[config.mk]
export PLATFORM = sky130hd
export DESIGN_NAME = sha256_target_check_flat
export DESIGN_NICKNAME = d
export VERILOG_FILES = /design/src/rtl/sha256_pkg.sv /design/src/rtl/sha256_target_check_if.sv /design/src/rtl/sha256_digest_lt.sv /design/src/rtl/sha256_target_check.sv /design/src/flat_wrapper.sv
export SDC_FILE = /design/constraint.sdc
export NUM_CORES = 2
export LEC_CHECK = 0
export CAP_MARGIN = 40
export CORE_ASPECT_RATIO = 1.5
export CORE_MARGIN = 1.5
export CORE_UTILIZATION = 35
export CTS_BUF_LIST = sky130_fd_sc_hd__clkbuf_2
export DETAILED_ROUTE_END_ITERATION = 6
export GPL_TIMING_DRIVEN = 1
export PLACE_DENSITY = 0.69
export SYNTH_ARGS = -nofsm -noshare
export SYNTH_HDL_FRONTEND = slang
export SYNTH_SLANG_ARGS = --single-unit
[constraint.sdc]
create_clock -name clk_i -period 3.1 [get_ports clk_i]
set_clock_uncertainty 0.15 [all_clocks]
set_input_delay 0.31 -clock clk_i [delete_from_list [all_inputs] [get_ports clk_i]]
set_output_delay 0.31 -clock clk_i [all_outputs]
set_load 0.02 [all_outputs]
[src/rtl/sha256_pkg.sv]
// rtl/sha256_pkg.sv - shared types, widths and byte-swap helper for the SHA-256 target checker
package sha256_pkg;

    localparam int unsigned digest_width_lp = 256;

    typedef enum logic [1:0] {
        eNoTgt  = 2'd0,
        eScan   = 2'd1,
        eReport = 2'd2
    } state_e;

    // Byte k of the digest moves to byte 31-k (byte 0 is the most significant byte).
    function automatic logic [digest_width_lp-1:0] swap_bytes(input logic [digest_width_lp-1:0] d);
        logic [digest_width_lp-1:0] r;
        r = '0;
        for (int k = 0; k < digest_width_lp / 8; k++) begin
            r[8*k +: 8] = d[digest_width_lp - 8 - 8*k +: 8];
        end
        return r;
    endfunction

endpackage

[src/rtl/sha256_target_check_if.sv]
// rtl/sha256_target_check_if.sv - target load, digest input and hit result handshakes
interface sha256_target_check_if
    import sha256_pkg::*;
#(
    parameter int idx_width_p = 32
);
    logic                       tgt_v_i;
    logic [digest_width_lp-1:0] tgt_i;
    logic                       tgt_ready_o;
    logic                       v_i;
    logic [digest_width_lp-1:0] data_i;
    logic                       yumi_o;
    logic                       v_o;
    logic [digest_width_lp-1:0] data_o;
    logic [idx_width_p-1:0]     idx_o;
    logic [idx_width_p-1:0]     count_o;
    logic                       yumi_i;

    modport slave (
        input  tgt_v_i, tgt_i, v_i, data_i, yumi_i,
        output tgt_ready_o, yumi_o, v_o, data_o, idx_o, count_o
    );

    modport master (
        output tgt_v_i, tgt_i, v_i, data_i, yumi_i,
        input  tgt_ready_o, yumi_o, v_o, data_o, idx_o, count_o
    );
endinterface

[src/rtl/sha256_digest_lt.sv]
// rtl/sha256_digest_lt.sv - optional byte swap followed by 256-bit unsigned less-than
module sha256_digest_lt
    import sha256_pkg::*;
#(
    parameter bit swap_bytes_p = 1'b1
) (
    input  logic [digest_width_lp-1:0] i_digest,
    input  logic [digest_width_lp-1:0] i_target,
    output logic                       o_lt
);
    logic [digest_width_lp-1:0] w_cmp;

    generate
        if (swap_bytes_p) begin : g_swap
            assign w_cmp = swap_bytes(i_digest);
        end else begin : g_noswap
            assign w_cmp = i_digest;
        end
    endgenerate

    assign o_lt = (w_cmp < i_target);

endmodule

[src/rtl/sha256_target_check.sv]
// rtl/sha256_target_check.sv - scans a digest stream and reports the first digest below the target
module sha256_target_check
    import sha256_pkg::*;
#(
    parameter int idx_width_p  = 32,
    parameter bit swap_bytes_p = 1'b1
) (
    input  logic                  clk_i,
    input  logic                  reset_i,
    sha256_target_check_if.slave  bus
);
    state_e                     r_state;
    state_e                     w_next;
    logic [digest_width_lp-1:0] r_tgt;
    logic                       r_stage_v;
    logic [digest_width_lp-1:0] r_stage_data;
    logic [idx_width_p-1:0]     r_stage_idx;
    logic [idx_width_p-1:0]     r_count;
    logic [digest_width_lp-1:0] r_res_data;
    logic [idx_width_p-1:0]     r_res_idx;

    logic w_lt;
    logic w_hit;
    logic w_tgt_ready;
    logic w_yumi;
    logic w_v_o;
    logic w_load;

    sha256_digest_lt #(
        .swap_bytes_p (swap_bytes_p)
    ) u_lt (
        .i_digest (r_stage_data),
        .i_target (r_tgt),
        .o_lt     (w_lt)
    );

    assign w_hit  = r_stage_v & w_lt & (r_state == eScan);
    assign w_load = bus.tgt_v_i & w_tgt_ready;

    always_comb begin
        w_next      = r_state;
        w_tgt_ready = 1'b0;
        w_yumi      = 1'b0;
        w_v_o       = 1'b0;
        case (r_state)
            eNoTgt: begin
                w_tgt_ready = 1'b1;
                if (bus.tgt_v_i) w_next = eScan;
            end
            eScan: begin
                w_tgt_ready = 1'b1;
                w_yumi      = bus.v_i & ~bus.tgt_v_i & ~w_hit;
                // A target load discards the stage, so it outranks a pending hit.
                if (bus.tgt_v_i)  w_next = eScan;
                else if (w_hit)   w_next = eReport;
            end
            eReport: begin
                w_v_o = 1'b1;
                if (bus.yumi_i) w_next = eScan;
            end
            default: w_next = eNoTgt;
        endcase
    end

    always_ff @(posedge clk_i) begin
        if (reset_i) begin
            r_state      <= eNoTgt;
            r_tgt        <= '0;
            r_stage_v    <= 1'b0;
            r_stage_data <= '0;
            r_stage_idx  <= '0;
            r_count      <= '0;
            r_res_data   <= '0;
            r_res_idx    <= '0;
        end else begin
            r_state <= w_next;
            if (w_load) begin
                r_tgt     <= bus.tgt_i;
                r_count   <= '0;
                r_stage_v <= 1'b0;
            end else begin
                // The stage holds a digest for exactly one compare cycle.
                r_stage_v <= w_yumi;
                if (w_hit) begin
                    r_res_data <= r_stage_data;
                    r_res_idx  <= r_stage_idx;
                end
                if (w_yumi) begin
                    r_stage_data <= bus.data_i;
                    r_stage_idx  <= r_count;
                    r_count      <= r_count + 1'b1;
                end
            end
        end
    end

    assign bus.tgt_ready_o = w_tgt_ready;
    assign bus.yumi_o      = w_yumi;
    assign bus.v_o         = w_v_o;
    assign bus.data_o      = r_res_data;
    assign bus.idx_o       = r_res_idx;
    assign bus.count_o     = r_count;

endmodule

[src/flat_wrapper.sv]
// flat-port wrapper written by rule: the top's interface ports become plain ports
module sha256_target_check_flat import sha256_pkg::*;
#(
    parameter int idx_width_p  = 32,
    parameter bit swap_bytes_p = 1'b1
)
  (clk_i, reset_i, bus_tgt_v_i, bus_tgt_i, bus_v_i, bus_data_i, bus_yumi_i, bus_tgt_ready_o, bus_yumi_o, bus_v_o, bus_data_o, bus_idx_o, bus_count_o);
  sha256_target_check_if #(.idx_width_p(idx_width_p)) bus_i ();
  input  logic clk_i;
  input  logic reset_i;
  input wire logic [$bits(bus_i.tgt_v_i)-1:0] bus_tgt_v_i;
  input wire logic [$bits(bus_i.tgt_i)-1:0] bus_tgt_i;
  input wire logic [$bits(bus_i.v_i)-1:0] bus_v_i;
  input wire logic [$bits(bus_i.data_i)-1:0] bus_data_i;
  input wire logic [$bits(bus_i.yumi_i)-1:0] bus_yumi_i;
  output wire logic [$bits(bus_i.tgt_ready_o)-1:0] bus_tgt_ready_o;
  output wire logic [$bits(bus_i.yumi_o)-1:0] bus_yumi_o;
  output wire logic [$bits(bus_i.v_o)-1:0] bus_v_o;
  output wire logic [$bits(bus_i.data_o)-1:0] bus_data_o;
  output wire logic [$bits(bus_i.idx_o)-1:0] bus_idx_o;
  output wire logic [$bits(bus_i.count_o)-1:0] bus_count_o;
  assign bus_i.tgt_v_i = bus_tgt_v_i;
  assign bus_i.tgt_i = bus_tgt_i;
  assign bus_i.v_i = bus_v_i;
  assign bus_i.data_i = bus_data_i;
  assign bus_i.yumi_i = bus_yumi_i;
  assign bus_tgt_ready_o = bus_i.tgt_ready_o;
  assign bus_yumi_o = bus_i.yumi_o;
  assign bus_v_o = bus_i.v_o;
  assign bus_data_o = bus_i.data_o;
  assign bus_idx_o = bus_i.idx_o;
  assign bus_count_o = bus_i.count_o;
  sha256_target_check #(.idx_width_p(idx_width_p), .swap_bytes_p(swap_bytes_p)) u_core (.clk_i(clk_i), .reset_i(reset_i), .bus(bus_i));
endmodule
# == Yosys cells after proc, flatten, opt, wreduce, memory -nomap -nowiden ==
# Cells that the tools add are included.
# classes
n_addsub,1
magnitude_cmp,1
n_eq_ne,5
mux,8
bitwise_logic,8
reduce_logical,6
# op_table
op,n
$lt 256x256->1,1
$add 32x1->32 const B,1
$mux 2,4
$pmux 2 s3,1
$and 1x1->1,5
$ne 2x2->1 const B,2
$reduce_and 2->1,2
$reduce_or 2->1,2
$mux 1,3
$ne 3x2->1 const B,1
$not 1->1,3
$reduce_and 3->1,1
$eq 2x1->1 const B,1
$eq 2x2->1 const B,1
$logic_not 2->1,1
# word_totals
reg_bits,867
in_bits,517
output_inout_bits,323
wordCells,37

# == Longest topological paths before layout ==
# depth
word_depth,7
mapped_depth,15
depth_no_buf,12

# == Cells and area by module ==
# Synthesis repeated with hierarchy kept, for this count alone.
# unflattened
cells_unflattened,4725
area_unflattened_um2,36232.2
# modules_own_cells
mod,n_inst,cells_per_inst,area_per_inst_um2,seq_area_each_um2
sha256_target_check,1,3807,29742.3,17356.6
sha256_digest_lt,1,918,6490.0,0.0

# == Least setup slack after synthesis ==
# Ideal clock, no wire load.
# synth_path
path_kind,reg-to-reg
from,register u_core.r_tgt[247]
to,register u_core.r_stage_data[100]
setup_time_ns,0.128
t_arrival_ns,2.914
required_time_ns,2.822
setup_slack_ns,-0.091
stages_incl_launch_ff,16
path_buffers,3
synth_period_minus_slack_ns,3.191
cell_sequence,dfxtp_1 -> inv_1 -> ha_1 -> nand4_1 -> nor4_4 -> nand2_2 -> nor4_2 -> nand4_1 -> o41ai_2 -> nor2_1 -> a21oi_2 -> buf_6 -> buf_12 -> buf_12 -> mux2i_1 -> nor2_1
# synth_between
elab_chain_cells,7
# synth_rtl
element,line_no,rtl
start: declaration,sha256_target_check.sv:14,logic [digest_width_lp-1:0] r_tgt;
start signal: assignment,sha256_target_check.sv:78,r_tgt <= bus.tgt_i;
$lt 256x256->1,sha256_digest_lt.sv:21,assign o_lt = (w_cmp < i_target);
$and 1x1->1 (2 in series),sha256_target_check.sv:37,assign w_hit = r_stage_v & w_lt & (r_state == eScan);
$not 1->1,sha256_target_check.sv:52,w_yumi = bus.v_i & ~bus.tgt_v_i & ~w_hit;
$and 1x1->1,sha256_target_check.sv:52,
$mux 1,sha256_target_check.sv:45,case (r_state)
$reduce_and 2->1 (no source line),-,
end signal: assignment,sha256_target_check.sv:89,r_stage_data <= bus.data_i;
end: declaration,sha256_target_check.sv:16,logic [digest_width_lp-1:0] r_stage_data;
# No other way between the ends.
# A chain may end at the register's enable or synchronous reset.

# == Final worst setup path ==
# layout_path
from,register u_core.r_stage_data[33]
to,output port bus_yumi_o
# layout_between
elab_chain_cells,6
# layout_rtl
element,line_no,rtl
$lt 256x256->1,sha256_digest_lt.sv:21,
$and 1x1->1 (2 in series),sha256_target_check.sv:37,
$not 1->1,sha256_target_check.sv:52,
$and 1x1->1,sha256_target_check.sv:52,
$mux 1,sha256_target_check.sv:45,
end: declaration,flat_wrapper.sv:17,output wire logic [$bits(bus_i.yumi_o)-1:0] bus_yumi_o;
# No other way between the ends.

==> metrics.log <==
INFO  metric cp_cell_sequence = ha_1 > a21oi_1 > o21ai_1 > a221oi_2 > o211ai_1 > nor4_4 > buf_4 > o41ai_4 > nor2_4 > a21oi_4 > buf_12 > buf_12
INFO  metric layout.nets = 7393
INFO  metric grt_pass1_vias = 45300
INFO  metric power.share.switching = between 30% and 40%
INFO  metric crit_type = reg -> out
INFO  metric drv_slew = 0
INFO  metric grt_overflow = 0
INFO  metric synth_enable_flop_cells = 0
INFO  metric area_growth_syn_to_layout = 75.5%
INFO  metric synth_warnings = 0
INFO  metric worst_path_slowest_cell = sky130_fd_sc_hd__dfxtp_1
INFO  metric combinationalPowerShare = 19.5%
INFO  metric multi_input_comb_area = 18600 um^2
INFO  metric switching_pwr = 7.93 mW
INFO  metric setup_repair_after_global_routing_missed_its_margin = yes
INFO  metric num_io_pins = 840
INFO  metric synth_top_family_by_area = simple AND/OR/NAND/NOR gates
INFO  metric cts_tree = built
INFO  metric gr-usage-all-layers = 33.1%
INFO  metric synth_simple_gate_area_share = 15.5%
INFO  metric fillcell_total = between 7000 and 8000
INFO  metric synth_top_cell_area_share = 46.1%
INFO  metric hold_path_class = in -> reg
INFO  metric place.detailed.hpwl = 106000 um
INFO  metric maxClockFrequency = 0.186 GHz
INFO  metric synth_adder_area_share = 8.50%
INFO  metric clkPwrFrac = between 30% and 40%
INFO  metric worstSkewPairLatency = ~1700 ps
INFO  metric global_route_wire_length_before_repair = ~270000 um
INFO  metric worst_rel_slew_slack = 24.3%
INFO  metric vdd_ir_max = 0.000351 V
INFO  metric initial_utilization = 35.3%
INFO  metric required = 2640 ps
INFO  metric post_synth_mux_area_share = between 10% and 20%
INFO  metric cap_violations = 0
INFO  metric routed_via_density = 5.51
INFO  metric synth_area_leaders = sky130_fd_sc_hd__dfxtp_1 (46%), sky130_fd_sc_hd__mux2i_1 (15%), sky130_fd_sc_hd__ha_1 (8.5%)
INFO  metric worst-path-max-fanout = 2
INFO  metric post_synth_instance_area = 37700 um^2
INFO  metric timing.setup.tns = -814180 ps
INFO  metric synth_compound_gate_area_share = 7.71%
INFO  metric endpoint_kind_of_the_worst_setup_timing_path = primary output
INFO  metric io_buffer_count = 839
INFO  metric grt_antenna_before_repair = 52
INFO  metric cts_root_buf = sky130_fd_sc_hd__clkbuf_2
INFO  metric drtAntennaViolNets = 0
INFO  metric share_of_final_layout_standard_cells_stronger_than_drive_strength_1 = 15.5%
INFO  metric layout_setup_ws = -2290 ps
INFO  metric yosys.area_share.xor_xnor = 0.163%
INFO  metric detailed_route_via_count = 45300
INFO  metric timing_worst_slew_pin_value = 1130 ps
INFO  metric report.final.setup_viol = 764
INFO  metric syn-mean-instance-area = between 9 and 10 um^2
INFO  metric clk_path_buf_depth = 3
INFO  metric numClockSinks = approximately 870
INFO  metric crit_arrival = about 5000 ps
INFO  metric synth_async_sr_flop_share = 0%
INFO  metric dr.first_iter.drc_count = 4539
INFO  metric maximum_single_stage_delay_on_the_critical_path = 660 ps
INFO  metric drt_wl_total = 207000 um
INFO  metric yosysUniqueCellTypes = 65
INFO  metric post-route-period-util = 174%
INFO  metric min_period = 5390 ps
INFO  metric core = 107000 um^2
INFO  metric internal-power = between 15 and 20 mW
INFO  metric p_seq_share = 47.2%
INFO  metric synth_seq_area_share = around 46%
INFO  metric post_synth_inst_count = 4137
INFO  metric critical_path.most_common_cell = sky130_fd_sc_hd__buf_12
INFO  metric drt_first_pass_iters = 7
INFO  metric outcome = finished with violations
INFO  metric synth.net_count = 4910
INFO  metric detail_route.wl_per_cell = 25.2 um
INFO  metric startpoint_type = register
INFO  metric die_h = 405 um
INFO  metric timing.final.hold_violations = 0
INFO  metric synth_most_common_cell = sky130_fd_sc_hd__dfxtp_1
INFO  metric cp_top_family = compound AO/OA/AOI/OAI gates
INFO  metric num_rows = around 150
INFO  metric fp.dieW = 271 um
INFO  metric clk_transition_reported_paths = 190 ps
INFO  metric power.density_cell_area = ~370 nW/um^2
INFO  metric failed_checks = negative setup slack
INFO  metric synth_area_leader_cell = sky130_fd_sc_hd__dfxtp_1
INFO  metric placed_cell_count = 6648
INFO  metric area.sequential = 17400 um^2
INFO  metric postSynthRegisterBits = 867
INFO  metric htree_num_levels = 4
INFO  metric cts_inserted_buffers = 202
INFO  metric design.die.area = 110000 um^2
INFO  metric p_leak = slightly below 30 nW
INFO  metric routabilityCongestion = 0.927
INFO  metric drc_errors = 0
INFO  metric critPathBufInv = 3
INFO  metric grt_start_max_net_pins = 155
INFO  metric ys_top_cells_by_count = sky130_fd_sc_hd__dfxtp_1 (867), sky130_fd_sc_hd__nor2_1 (620), sky130_fd_sc_hd__nand2_1 (602)
INFO  metric final_cell_count_no_fill = 8219
INFO  metric ys_dominant_reg_cell = sky130_fd_sc_hd__dfxtp_1
==> layout by cell type, fill, tap and decap left out, drive strengths merged, types with 13 or more instances in the layout <==
master            n
nor2            621
nor4             18
o21ai            54
clkdlybuf4s50   837
diode            34
o211ai           17
a21oi           356
clkinv           55
or3              13
inv             274
clkbuf          295
dfxtp           867
ha              256
nand2           603
mux2i           580
a211oi           23
dlygate4sd3    1052
nand4            59
nand3            40
buf             611
==> per-layer routing <==
metal  up-vias  wire length (um)  global-route usage, %
met4        20             21500                   28.5
li1      19000                 -                      -
met1     21100             68300                   33.9
met3      1487             22000                   9.93
met2      3672             94800                   55.0
met5         -               151                      0
==> kinds of logic (layout without fill, tap and decap cells) <==
| group | after synthesis | after routing |
|---|---|---|
| other | 0 | 34 |
| and+or+nand+nor | 1418 | 1418 |
| muxes | 580 | 580 |
| xor gates and xnor gates | 7 | 7 |
| DFF | 867 | 867 |
| buffers and inverters | 495 | 3128 |
| AOI/OAI and AO/OA | 514 | 514 |
| adders and majority gates | 256 | 256 |
==> power by group through the flow <==
stage          Clock (mW)  Combinational (mW)  Sequential, mW
3_3_place_gp            0                3.01            11.8
4_1_cts              7.86                4.26            11.6
2_1_floorplan           0                1.37            11.8
3_5_place_dp            0                3.05            11.9
6_report             8.24                4.81            11.7
5_1_grt              8.77                5.01            11.7
==> worst reg2reg max path: stages, from the launching register on <==
cell,delay [ps]
sky130_fd_sc_hd__dfxtp_1,660
sky130_fd_sc_hd__ha_1,360
sky130_fd_sc_hd__a21oi_1,270
sky130_fd_sc_hd__o21ai_1,370
sky130_fd_sc_hd__a221oi_2,410
sky130_fd_sc_hd__o211ai_1,170
sky130_fd_sc_hd__nor4_4,290
sky130_fd_sc_hd__buf_4,160
sky130_fd_sc_hd__o41ai_4,80
sky130_fd_sc_hd__nor2_4,130
sky130_fd_sc_hd__buf_4,130
sky130_fd_sc_hd__buf_6,90
sky130_fd_sc_hd__nand3_4,80
sky130_fd_sc_hd__buf_12,160
sky130_fd_sc_hd__buf_16,160
sky130_fd_sc_hd__buf_12,170
sky130_fd_sc_hd__buf_12,160
sky130_fd_sc_hd__mux2i_1,120
sky130_fd_sc_hd__nor2_1,850
==> repair_timing <==
item,CTS,global route
cloned,27,5
gates resized for setup,151,188
hold buffers,1053,0
pin swaps,16,28
buffers inserted,35,72
endpoints found under the setup margin,934,915
endpoints found under the hold margin,867,0
==> layout make-up <==
class                      count  area share (%)
antenna                       34           0.129
clock buffer                 290            2.20
clock inverter                64           0.587
inverter                     269            1.53
multi-input combinational   2775            28.2
sequential                   867            26.3
tap                         1415            2.68
timing repair buffer        2505            38.4
==> path summary, 6_finish.rpt <==
path,startpoint,end,slack [ps],cells past startpoint
setup reg to reg,u_core.r_stage_data[33],u_core.bus.data_o[43],-2070,18
setup / recovery,u_core.r_stage_data[33],bus_yumi_o,-2290,12
hold / removal,bus_tgt_i[150],u_core.r_tgt[150],180,5
hold reg to reg,u_core.r_stage_idx[18],u_core.bus.idx_o[18],270,2
==> state kept, by name (all words and copies together) (netlist names) <==
register,flops
u_core.bus.count_o,32
u_core.r_state,2
u_core.r_stage_v,1
u_core.r_stage_data,256
u_core.r_tgt,256
u_core.bus.data_o,256
u_core.r_stage_idx,32
u_core.bus.idx_o,32
==> stage by stage <==
stage	util, %	hold WS [ps]	area (um^2)	power, mW	setup slack, ps
2_1_floorplan	-	282	37800	13.2	-45.1
3_3_place_gp	47.3	291	50500	14.9	-1350
3_5_place_dp	47.3	296	50500	14.9	-1370
4_1_cts	60.5	5.74	64700	23.7	-2180
5_1_grt	61.8	88.4	66100	25.4	-2630
6_report	61.9	180	66100	24.7	-2290
No activity file was read; power rests on OpenSTA's default activity.
